File: config.mk
export PLATFORM = sky130hd
export DESIGN_NAME = phase_accumulator_8bit
export DESIGN_NICKNAME = d
export VERILOG_FILES = /design/src/rtl/phase_accumulator_8bit.sv
export SDC_FILE = /design/constraint.sdc
export NUM_CORES = 1
export LEC_CHECK = 0
export CORE_AREA = 2 2 39 41
export DETAILED_ROUTE_END_ITERATION = 10
export DIE_AREA = 0 0 41 43
export PLACE_DENSITY = 0.58
export SLEW_MARGIN = 0
export SYNTH_ARGS = -nofsm -noshare
export SYNTH_HDL_FRONTEND = slang
export SYNTH_SLANG_ARGS = --single-unit
File: constraint.sdc
create_clock -name clk -period 1.37 [get_ports clk]
set_input_delay 0.274 -clock clk [delete_from_list [all_inputs] [get_ports clk]]
set_output_delay 0.274 -clock clk [all_outputs]
set_load 0.01 [all_outputs]
File: src/rtl/phase_accumulator_8bit.sv
// Phase accumulator: q advances by PHASE_STEP per enabled cycle, mod 256; optional wrap pulse under PHASE_ACC_WRAP_EN.
// Latency: one clock from enable to q (q is a plain register); no backpressure, enable low simply holds q.
module phase_accumulator_8bit #(
  parameter logic [7:0] PHASE_STEP = 8'd1
) (
  input  logic       clk,
  input  logic       reset,
  input  logic       enable,
  output logic [7:0] q
`ifdef PHASE_ACC_WRAP_EN
  ,
  output logic       wrap
`endif
);

`ifdef PHASE_ACC_WRAP_EN
  // The ninth bit is the carry out that drives the wrap pulse.
  logic [8:0] sum;
  assign sum = {1'b0, q} + {1'b0, PHASE_STEP};

  always_ff @(posedge clk or posedge reset) begin
    if (reset) begin
      q    <= 8'd0;
      wrap <= 1'b0;
    end else begin
      wrap <= enable & sum[8];
      if (enable) begin
        q <= sum[7:0];
      end
    end
  end
`else
  logic [7:0] sum;
  assign sum = q + PHASE_STEP;

  always_ff @(posedge clk or posedge reset) begin
    if (reset) begin
      q <= 8'd0;
    end else if (enable) begin
      q <= sum;
    end
  end
`endif

endmodule

==> flow_summary_export.csv <==
group,metric,value,unit
logic_synthesis,post_synth_num_cell_types,12,
logic_synthesis,synth.cell_area,345,um^2
global_routing,grt-ovfl-total,0,
detailed_routing,routed_wirelength,710,um
critical_path,setup.worst_path.start_class,"flip-flop",
sta,worst_slew_pin_slew,0.319,ns
logic_synthesis,synth_edf_count,0,
global_routing,grt_pass1_wl,1240,um
logic_synthesis,synth-warning-count,0,
flow_run,drv_cap,0,
sta,timing_max_transition_violations_final,0,
detailed_routing,post_drt_wl_per_cell,11.6,um
global_routing,overall_fraction_of_global_route_tracks_in_use,0.109,
power_and_ir_drop,total_power_density_per_cell_area,2110,mW/mm^2
sta,setup-violations-final,0,
logic_synthesis,synth_sequential_area_ratio,0.580,
clocking,clock_tree.htree_level_count,1,
die,die_w,41,um
place,dpl-instance-area,495,um^2
logic_synthesis,synth_flop_cell,"sky130_fd_sc_hd__dfrtp_1",
clocking,clock_tree.buffer_depth,2,
detailed_routing,ant_nets,0,
clocking,postCtsHoldBufs,0,
critical_path,critical-path-top-delay-family,"flip-flops",
critical_path,slack_of_the_worst_reg_to_reg_path,0.19,ns
finish,post-route-cell-area,515,um^2
detailed_routing,drtPass1Iterations,2,
global_routing,initial_antenna_violation_count,0,
detailed_routing,number_of_vias_after_detailed_routing,274,
place,placement.io_buffers,10,
sta,final_critical_path_setup_slack,0.128,ns
clocking,clockRootBuffer,"sky130_fd_sc_hd__clkbuf_4",
finish,antenna_cells_inserted,0,
detailed_routing,via_density_per_instance,4.49,
critical_path,critPathBufInv,1,
logic_synthesis,post_synth_inst_count,27,
critical_path,crit_path_top_delay_cell,"sky130_fd_sc_hd__dfrtp_1",
logic_synthesis,postSynthNetCount,31,
sta,fin_setup_tns,0,ns
critical_path,path_max_fanout,4,
place,detailedPlace.worstSlack,-0.0315,ns
logic_synthesis,synth.most_common_cell,"sky130_fd_sc_hd__dfrtp_1",
finish,layout_top_registers,"q (8)",
logic_synthesis,netlist_top_cells_area,"sky130_fd_sc_hd__dfrtp_1 58%, sky130_fd_sc_hd__xnor2_1 10%, sky130_fd_sc_hd__xor2_1 7.6%, sky130_fd_sc_hd__ha_1 3.6%, sky130_fd_sc_hd__nand4_1 3.6%",
logic_synthesis,post-synth-top-area-fraction,0.580,
clocking,clk_latency,0.25,ns
critical_path,cp_data_required_time,1.10,ns
detailed_routing,initialDrtViolationCount,1,
sta,max_freq,0.805,GHz
critical_path,endpoint_class_of_the_critical_path,"output pin",
die,io_pins,11,
die,core_region_area,0.00138,mm^2
critical_path,critical_path_class,"flip-flop to output pin",
critical_path,critical_path.cell_chain,"dlygate4sd2_1",
detailed_routing,route.detailed.drc,0,
sta,slew_headroom,0.787,
die,design.die.area,0.00176,mm^2
finish,area_growth,49.3,%
clocking,cts.sink_count,8,
logic_synthesis,synth.ff_latch_count,8,
global_routing,via_count_of_the_first_global_routing_pass,286,
place,place.detailed.hpwl,563,um
critical_path,worst_path_largest_cell_delay,0.42,ns
finish,final_layout_size_suffix_gt1_frac,0.244,
logic_synthesis,async_flop_share,1.00,
finish,layout.nets,51,
logic_synthesis,ys_top_cells_by_count,"8 x sky130_fd_sc_hd__dfrtp_1, 4 x sky130_fd_sc_hd__xnor2_1, 3 x sky130_fd_sc_hd__nand2_1, 3 x sky130_fd_sc_hd__xor2_1, 2 x sky130_fd_sc_hd__nand4_1",
sta,finalHoldViolations,0,
sta,timing.final.crit_share,0.906,
sta,final.setup_skew,0.00224,ns
sta,finalCriticalPeriod,1.24,ns
worst_hold_path,class_of_the_tightest_hold_or_removal_check,"input pin to asynchronous set/reset pin",
clocking,worst_setup_hold_path_clk_slew,0.05,ns
power_and_ir_drop,leakagePower,0.260,nW
finish,finish.utilization,0.373,
power_and_ir_drop,ir_drop,0.000773,V
critical_path,worst-endpoint-arrival,0.97,ns
clocking,tritoncts.num_buffers,3,
finish,register_with_the_most_flip_flops,"q",
die,initial_core_util,0.250,
finish,largest_reg_flops,8,
sta,grt_setup_unrepaired,"false",
die,placement_rows,14,
run_status,status,"finished clean",
global_routing,grt_max_degree,9,
clocking,tritoncts,"yes",
logic_synthesis,post_synth.cell_area_avg,12.8,um^2
place,gpl.final_weighted_congestion,0.735,
die,die_height,43,um
logic_synthesis,post-synth-top-area-cell,"sky130_fd_sc_hd__dfrtp_1",
-- routing by layer --
layer	GRT usage	wire length [um]	share of wire
met1	0.129	310	0.44
met2	0.156	346	0.49
met3	0.0524	52	0.073
met4	0.0600	0	0
met5	0	0	0
-- cell families after synthesis --
logic type	count (synthesis)	synth area share
buffers and inverters	1	0.0109
AND/OR/NAND/NOR	9	0.163
XOR/XNOR	7	0.178
adder cells (fa/ha/maj)	1	0.0362
multiplexers	1	0.0326
flip-flops	8	0.580
-- path summary, 6_finish.rpt --
kind | cells past startpoint | startpoint | end
max in group asynchronous | 2 | reset | q[7]
min in group clk | 1 | q[7] | q[7]
worst min-delay path | 2 | reset | q[3]
worst max-delay path | 1 | q[1] | q[1]
worst max register to register | 3 | q[0] | q[1]
worst min register to register | 1 | q[7] | q[7]
-- metrics by stage --
stage,hold slack (ns),power [mW],std cells
after detailed placement,0.468,0.972,57
after global routing,0.301,1.18,61
after floorplan,0.0897,0.653,27
after CTS,0.284,1.10,61
after global placement,0.453,0.946,57
final,0.281,1.09,61
-- report_power, final --
group	switching, mW	leakage (nW)	internal, mW
clock	0.0741	0.0138	0.0998
combinational	0.228	0.146	0.263
sequential	0.0812	0.0999	0.338
-- placed cells by master, fill, tap and decap left out --
cell                              count
sky130_fd_sc_hd__nand4_2              1
sky130_fd_sc_hd__and3_1               1
sky130_fd_sc_hd__dlygate4sd2_1        8
sky130_fd_sc_hd__nor2_1               1
sky130_fd_sc_hd__nand2_1              3
sky130_fd_sc_hd__mux2_2               1
sky130_fd_sc_hd__inv_1                1
sky130_fd_sc_hd__nor3_2               1
sky130_fd_sc_hd__dfrtp_1              8
sky130_fd_sc_hd__clkbuf_4             3
sky130_fd_sc_hd__buf_4                5
sky130_fd_sc_hd__nand4_1              2
sky130_fd_sc_hd__xor2_1               3
sky130_fd_sc_hd__xnor2_1              4
sky130_fd_sc_hd__ha_1                 1
sky130_fd_sc_hd__clkdlybuf4s50_1      2
-- layout make-up --
class / count / area (um^2)
multi-input combinational: 18 / 141
sequential: 8 / 200
tap: 16 / 20.0
timing repair buffer: 15 / 128
fill: 143 / 868
inverter: 1 / 3.75
clock buffer: 3 / 22.5
-- repair_timing --
item,CTS,global route
endpoints found under the setup margin,8,0
setup buffers,1,0
resized for setup,8,0
No activity file was read; power rests on OpenSTA's default activity.
